<file path="config.mk">
export PLATFORM = sky130hd
export DESIGN_NAME = output_delta_unit
export DESIGN_NICKNAME = d
export VERILOG_FILES = /design/src/rtl/output_delta_unit.sv
export SDC_FILE = /design/constraint.sdc
export NUM_CORES = 2
export LEC_CHECK = 0
export CAP_MARGIN = 5
export CORE_AREA = 3 3 257 259
export DETAILED_ROUTE_END_ITERATION = 7
export DIE_AREA = 0 0 260 262
export PLACE_DENSITY_LB_ADDON = 0.25
export RECOVER_POWER = 50
export SLEW_MARGIN = 5
export SYNTH_ARGS = -nofsm -noshare
export SYNTH_HDL_FRONTEND = slang
export SYNTH_SLANG_ARGS = --single-unit
</file>
<file path="constraint.sdc">
create_clock -name clk -period 13.45 [get_ports clk]
set_input_delay 2.69 -clock clk [delete_from_list [all_inputs] [get_ports clk]]
set_output_delay 2.69 -clock clk [all_outputs]
set_load 0.02 [all_outputs]
</file>
<file path="src/rtl/output_delta_unit.sv">
// rtl/output_delta_unit.sv - output-layer delta computation (a - y) * sp into a ping-pong delta buffer
module output_delta_unit #(
    parameter int n         = 8,
    parameter int z         = 8,
    parameter int fi        = 4,
    parameter int width     = 16,
    parameter int int_bits  = 5,
    parameter int frac_bits = 10,
    localparam int M        = z / fi,
    localparam int C        = n / M,
    localparam int CW       = (C > 1) ? $clog2(C) : 1
) (
    input  logic               clk,
    input  logic               reset,
    input  logic               in_valid,
    output logic               in_ready,
    input  logic [width*M-1:0] sigmoid_package,
    input  logic [width*M-1:0] sp_package,
    input  logic [width*M-1:0] y_package,
    output logic               out_valid,
    input  logic               rd_en,
    input  logic [CW-1:0]      rd_cycle,
    output logic [width*M-1:0] delta_package,
    input  logic               rd_release,
    output logic               sample_done
);

    if ((n % M) != 0 || (int_bits + frac_bits + 1) != width) begin : g_bad_params
        $error("output_delta_unit: inconsistent n/z/fi or fixed-point format");
    end

    function automatic logic [width-1:0] sat_sub(input logic [width-1:0] a, input logic [width-1:0] b);
        logic [width:0] d;
        d = {a[width-1], a} - {b[width-1], b};
        if (d[width] != d[width-1])
            sat_sub = d[width] ? {1'b1, {(width-1){1'b0}}} : {1'b0, {(width-1){1'b1}}};
        else
            sat_sub = d[width-1:0];
    endfunction

    // Floor-shifted product; the upper bits must be pure sign extension to fit in width bits.
    function automatic logic [width-1:0] mul_shift(input logic [width-1:0] d, input logic [width-1:0] sp);
        logic signed [2*width-1:0] p;
        logic signed [2*width-1:0] s;
        p = $signed({{width{d[width-1]}}, d}) * $signed({{width{sp[width-1]}}, sp});
        s = p >>> frac_bits;
        if ((&s[2*width-1:width-1]) || !(|s[2*width-1:width-1]))
            mul_shift = s[width-1:0];
        else
            mul_shift = s[2*width-1] ? {1'b1, {(width-1){1'b0}}} : {1'b0, {(width-1){1'b1}}};
    endfunction

    logic [1:0]         full_cnt;
    logic [1:0]         pend_cnt;
    logic [CW-1:0]      wr_cycle;
    logic [CW-1:0]      s1_addr;
    logic               wr_bank;
    logic               rd_bank;
    logic               s1_valid;
    logic               s1_last;
    logic [width*M-1:0] s1_diff;
    logic [width*M-1:0] s1_sp;
    logic [width*M-1:0] diff_next;
    logic [width*M-1:0] wr_data;
    logic [width*M-1:0] mem [0:(2**(CW+1))-1];

    logic accept;
    logic last_accept;
    logic release_ok;
    logic commit;

    assign in_ready    = (pend_cnt < 2'd2);
    assign out_valid   = (full_cnt != 2'd0);
    assign accept      = in_valid && in_ready;
    assign last_accept = accept && (wr_cycle == CW'(C - 1));
    assign release_ok  = rd_release && out_valid;
    assign commit      = s1_valid && s1_last;

    always_comb begin
        diff_next = '0;
        wr_data   = '0;
        for (int k = 0; k < M; k++) begin
            diff_next[k*width +: width] = sat_sub(sigmoid_package[k*width +: width], y_package[k*width +: width]);
            wr_data[k*width +: width]   = mul_shift(s1_diff[k*width +: width], s1_sp[k*width +: width]);
        end
    end

    always_ff @(posedge clk) begin
        if (s1_valid)
            mem[{wr_bank, s1_addr}] <= wr_data;
    end

    always_ff @(posedge clk or posedge reset) begin
        if (reset) begin
            s1_valid      <= 1'b0;
            s1_last       <= 1'b0;
            s1_addr       <= '0;
            s1_diff       <= '0;
            s1_sp         <= '0;
            wr_cycle      <= '0;
            wr_bank       <= 1'b0;
            rd_bank       <= 1'b0;
            full_cnt      <= 2'd0;
            pend_cnt      <= 2'd0;
            sample_done   <= 1'b0;
            delta_package <= '0;
        end else begin
            s1_valid <= accept;
            if (accept) begin
                s1_addr  <= wr_cycle;
                s1_last  <= last_accept;
                s1_diff  <= diff_next;
                s1_sp    <= sp_package;
                wr_cycle <= last_accept ? '0 : wr_cycle + CW'(1);
            end
            sample_done <= commit;
            if (commit)
                wr_bank <= ~wr_bank;
            if (release_ok)
                rd_bank <= ~rd_bank;
            // A sample is counted in pend_cnt at acceptance of its last beat, so commit only moves full_cnt.
            full_cnt <= full_cnt + {1'b0, commit} - {1'b0, release_ok};
            pend_cnt <= pend_cnt + {1'b0, last_accept} - {1'b0, release_ok};
            if (rd_en && out_valid)
                delta_package <= mem[{rd_bank, rd_cycle}];
        end
    end

endmodule

</file>
==> impl_summary.log <==
INFO  metric die_height = 262 um
INFO  metric wl_per_cell = 18.4 um
INFO  metric ys_seq_elements = 365
INFO  metric synth_cell_type_count = 70
INFO  metric tightest_slew = 3.97 ns
INFO  metric dp_hpwl = 57.7 mm
INFO  metric num_io_pins = 138
INFO  metric n_antenna_cell = 0
INFO  metric post_cts.resized_instances = 0
INFO  metric port-buffer-count = 137
INFO  metric initial_utilization = 0.546
INFO  metric post_dr_vias_cell = 5.47
INFO  metric hold_violations = 0
INFO  metric rsz0062_at_grt = no
INFO  metric min_path_cells = 2
INFO  metric regToRegEndpoint = mem[3][10]
INFO  metric detail-route-antenna-nets = 0
INFO  metric hold_buffers = 0
INFO  metric syn_to_final_growth = 9.61%
INFO  metric final_layout_size_suffix_gt1_frac = 0.0477
INFO  metric synthesis.yosys.warnings = 0
INFO  metric fin_setup_tns = 0 ns
INFO  metric globalplace.congestion = 0.898
INFO  metric worstReg2RegStart = s1_sp[1]
INFO  metric holdWs = 0.475 ns
INFO  metric cts_buffers = 38
INFO  metric cts-root-buf = sky130_fd_sc_hd__clkbuf_16
INFO  metric detailedRoute.firstPassIterationCount = 5
INFO  metric slew_violations = 558
INFO  metric syn-cell-area = 35,000 sq um
INFO  metric status = finished with violations
INFO  metric largest_net_degree_at_the_start_of_global_routing = 86
INFO  metric design.final.nets = 4,101
INFO  metric finalCritPeriodShare = 0.602
INFO  metric worst_r2r_path_depth = 20
INFO  metric synth_ff_type = sky130_fd_sc_hd__edfxtp_1
INFO  metric clock_tree.htree_level_count = 2
INFO  metric grt_use_total = 0.237
INFO  metric post_synth.cell_area_avg = 10.9 sq um
INFO  metric design.core.area = 64,100 sq um
INFO  metric cap_violations = 13
INFO  metric clkTransAtPathRegs = 0.06 ns
INFO  metric maxSlewHeadroom = -1.65
INFO  metric synth.yosys.seq_area_share = 0.298
INFO  metric cp_max_fo = 17
INFO  metric netlist_instances = 3,209
INFO  metric holdCritPathClass = flop to flop
INFO  metric fin_worst_skew = 0.0196 ns
INFO  metric antenna_found_initial = 0
INFO  metric die_w = 260 um
INFO  metric worst-endpoint-arrival = 8.36 ns
INFO  metric holdCritStartpoint = delta_package[24]
INFO  metric whs_endpoint = delta_package[24]
INFO  metric worst_skew_pair_later_pin_latency = 0.57 ns
INFO  metric detailroute.via_count = 22,800
INFO  metric syn_nets = 4,031
INFO  metric core.rowCount = 93
INFO  metric drc = 0
INFO  metric classification_of_the_worst_setup_path = flop to flop
INFO  metric grt_first_pass_wirelength = 128 mm
INFO  metric achievable-frequency = 124 MHz
INFO  metric cts.sink_count = 365
INFO  metric reg2reg_setup_slack = 5.36 ns
INFO  metric grt_overflow_total = 0
INFO  metric cts_tree = yes
INFO  metric synth_enable_flop_cells = 256
INFO  metric postSynth.asyncResetShare = 0.299
INFO  metric violations_in_the_final_reports = max-capacitance violations, max-slew violations
INFO  metric finalSetupViolCount = 0
INFO  metric detail_route.wirelength = 76.6 mm
INFO  metric cts-root-to-sink-buffers = 3
INFO  metric final_period_minus_worst_setup_slack = 8.09 ns
INFO  metric fp.dieArea = 68,100 sq um
INFO  metric detailedRoute.firstIterationViolations = 1,483
INFO  metric worstPathRequired = 13.72 ns
INFO  metric endpoint_kind = flop
INFO  metric via_count_of_the_first_global_routing_pass = 25,400
INFO  metric sort_of_element_at_the_start_of_the_critical_path = flop
INFO  metric postCtsSetupBuffers = 0
worst max-delay path, cell delays in order (launching register included):
cell,delay [ns]
sky130_fd_sc_hd__dfrtp_1,0.56
sky130_fd_sc_hd__nand2_1,0.20
sky130_fd_sc_hd__inv_1,0.10
sky130_fd_sc_hd__fa_1,0.74
sky130_fd_sc_hd__inv_1,0.11
sky130_fd_sc_hd__fa_1,0.47
sky130_fd_sc_hd__inv_1,0.30
sky130_fd_sc_hd__fa_1,0.51
sky130_fd_sc_hd__fa_1,0.57
sky130_fd_sc_hd__fa_1,0.43
sky130_fd_sc_hd__fa_1,0.45
sky130_fd_sc_hd__ha_1,0.36
sky130_fd_sc_hd__a21oi_1,0.19
sky130_fd_sc_hd__o21a_1,0.18
sky130_fd_sc_hd__and2_1,0.13
sky130_fd_sc_hd__a31oi_1,0.05
sky130_fd_sc_hd__o21a_1,0.16
sky130_fd_sc_hd__a221o_1,0.34
sky130_fd_sc_hd__a2111oi_0,0.57
sky130_fd_sc_hd__a41oi_2,0.63
sky130_fd_sc_hd__a31oi_1,0.73
layout make-up:
type,count,area [sq um]
sequential,365,10400
clock buffer,54,1070
clock inverter,16,210
inverter,620,2330
fill,5154,25800
tap,855,1070
multi-input combinational,2100,21800
timing repair buffer,154,1450
flip-flops by register name, summed over array words and instances (netlist names), 2 cells and up:
register / count
mem: 256
pend_cnt: 2
s1_sp: 32
s1_diff: 32
full_cnt: 2
s1_addr: 2
delta_package: 32
wr_cycle: 2
synth_stat cells, types with 5 or more instances:
cell | n | area [sq um]
sky130_fd_sc_hd__a21oi_1 | 62 | 310
sky130_fd_sc_hd__xor2_1 | 33 | 289
sky130_fd_sc_hd__a31oi_1 | 23 | 144
sky130_fd_sc_hd__nand2b_1 | 23 | 144
sky130_fd_sc_hd__dfrtp_1 | 109 | 2730
sky130_fd_sc_hd__o2111ai_1 | 7 | 61.3
sky130_fd_sc_hd__nand4_1 | 14 | 87.6
sky130_fd_sc_hd__fa_1 | 524 | 10500
sky130_fd_sc_hd__a22oi_1 | 15 | 113
sky130_fd_sc_hd__o31ai_1 | 7 | 52.6
sky130_fd_sc_hd__mux2i_1 | 33 | 330
sky130_fd_sc_hd__mux4_2 | 64 | 1440
sky130_fd_sc_hd__nor2b_1 | 10 | 62.6
sky130_fd_sc_hd__maj3_1 | 9 | 90.1
sky130_fd_sc_hd__or3_1 | 7 | 43.8
sky130_fd_sc_hd__a211oi_1 | 8 | 60.1
sky130_fd_sc_hd__and3_1 | 8 | 50.1
sky130_fd_sc_hd__edfxtp_1 | 256 | 7690
sky130_fd_sc_hd__nor2_1 | 69 | 259
sky130_fd_sc_hd__and2_1 | 238 | 1490
sky130_fd_sc_hd__buf_1 | 14 | 52.6
sky130_fd_sc_hd__o21ai_0 | 96 | 480
sky130_fd_sc_hd__nor3_1 | 22 | 110
sky130_fd_sc_hd__o21a_1 | 16 | 120
sky130_fd_sc_hd__clkbuf_1 | 107 | 402
sky130_fd_sc_hd__o211ai_1 | 9 | 67.6
sky130_fd_sc_hd__or2_2 | 7 | 43.8
sky130_fd_sc_hd__ha_1 | 195 | 2440
sky130_fd_sc_hd__nand3_1 | 33 | 165
sky130_fd_sc_hd__a2111oi_0 | 5 | 43.8
sky130_fd_sc_hd__inv_1 | 620 | 2330
sky130_fd_sc_hd__nand2_1 | 436 | 1640
sky130_fd_sc_hd__a21o_1 | 16 | 120
sky130_fd_sc_hd__xnor2_1 | 56 | 490
routing by layer:
layer,routed length (um),track usage,up-vias
met1,31000,0.297,11700
met5,0,0,-
met2,40300,0.437,624
met3,3280,0.0235,131
met4,2120,0.0685,0
li1,-,-,10400
how the worst max path moves through the flow:
| stage | cells past startpoint | end | start | slack [ns] |
|---|---|---|---|---|
| 2_1_floorplan | 24 | mem[0][10] | s1_diff[15] | 6.52 |
| 3_3_place_gp | 22 | mem[0][11] | s1_sp[1] | 5.73 |
| 6_report | 20 | mem[3][10] | s1_sp[1] | 5.36 |
| 4_1_cts | 20 | mem[6][10] | s1_sp[1] | 5.48 |
| 5_1_grt | 20 | mem[6][10] | s1_sp[1] | 4.81 |
| 3_5_place_dp | 20 | mem[0][0] | s1_sp[1] | 5.51 |
cell usage in the layout (no fill, tap or decap), drive strengths merged, types with 64 or more instances in the layout:
master,Yosys,routed
and2,238,238
o21ai,101,101
mux4,64,64
ha,195,195
edfxtp,256,256
nand2,436,436
nor2,69,69
clkbuf,107,66
inv,620,618
dfrtp,109,109
fa,524,524
clkdlybuf4s50,0,132
metrics by stage:
stage | util | cell area [sq um] | std cells | setup WS (ns)
final | 0.598 | 38400 | 4164 | 5.36
after global routing | 0.598 | 38400 | 4164 | 4.81
after CTS | 0.600 | 38400 | 4164 | 5.48
after detailed placement | 0.580 | 37200 | 4094 | 5.51
after global placement | 0.580 | 37200 | 4094 | 5.73
after floorplan | - | 35000 | 3209 | 6.52
logic make-up after synthesis:
family	Yosys count	share of synthesized area
and+or+nand+nor	873	0.118
buffers and inverters	744	0.0801
adders and majority gates	728	0.372
DFF	365	0.298
AOI/OAI and AO/OA	311	0.0585
muxes	98	0.0509
xor gates and xnor gates	90	0.0227
Power is left out: the tool's default activity adds up to more than one toggle a clock period on the data nets, which glitch-free logic cannot reach.
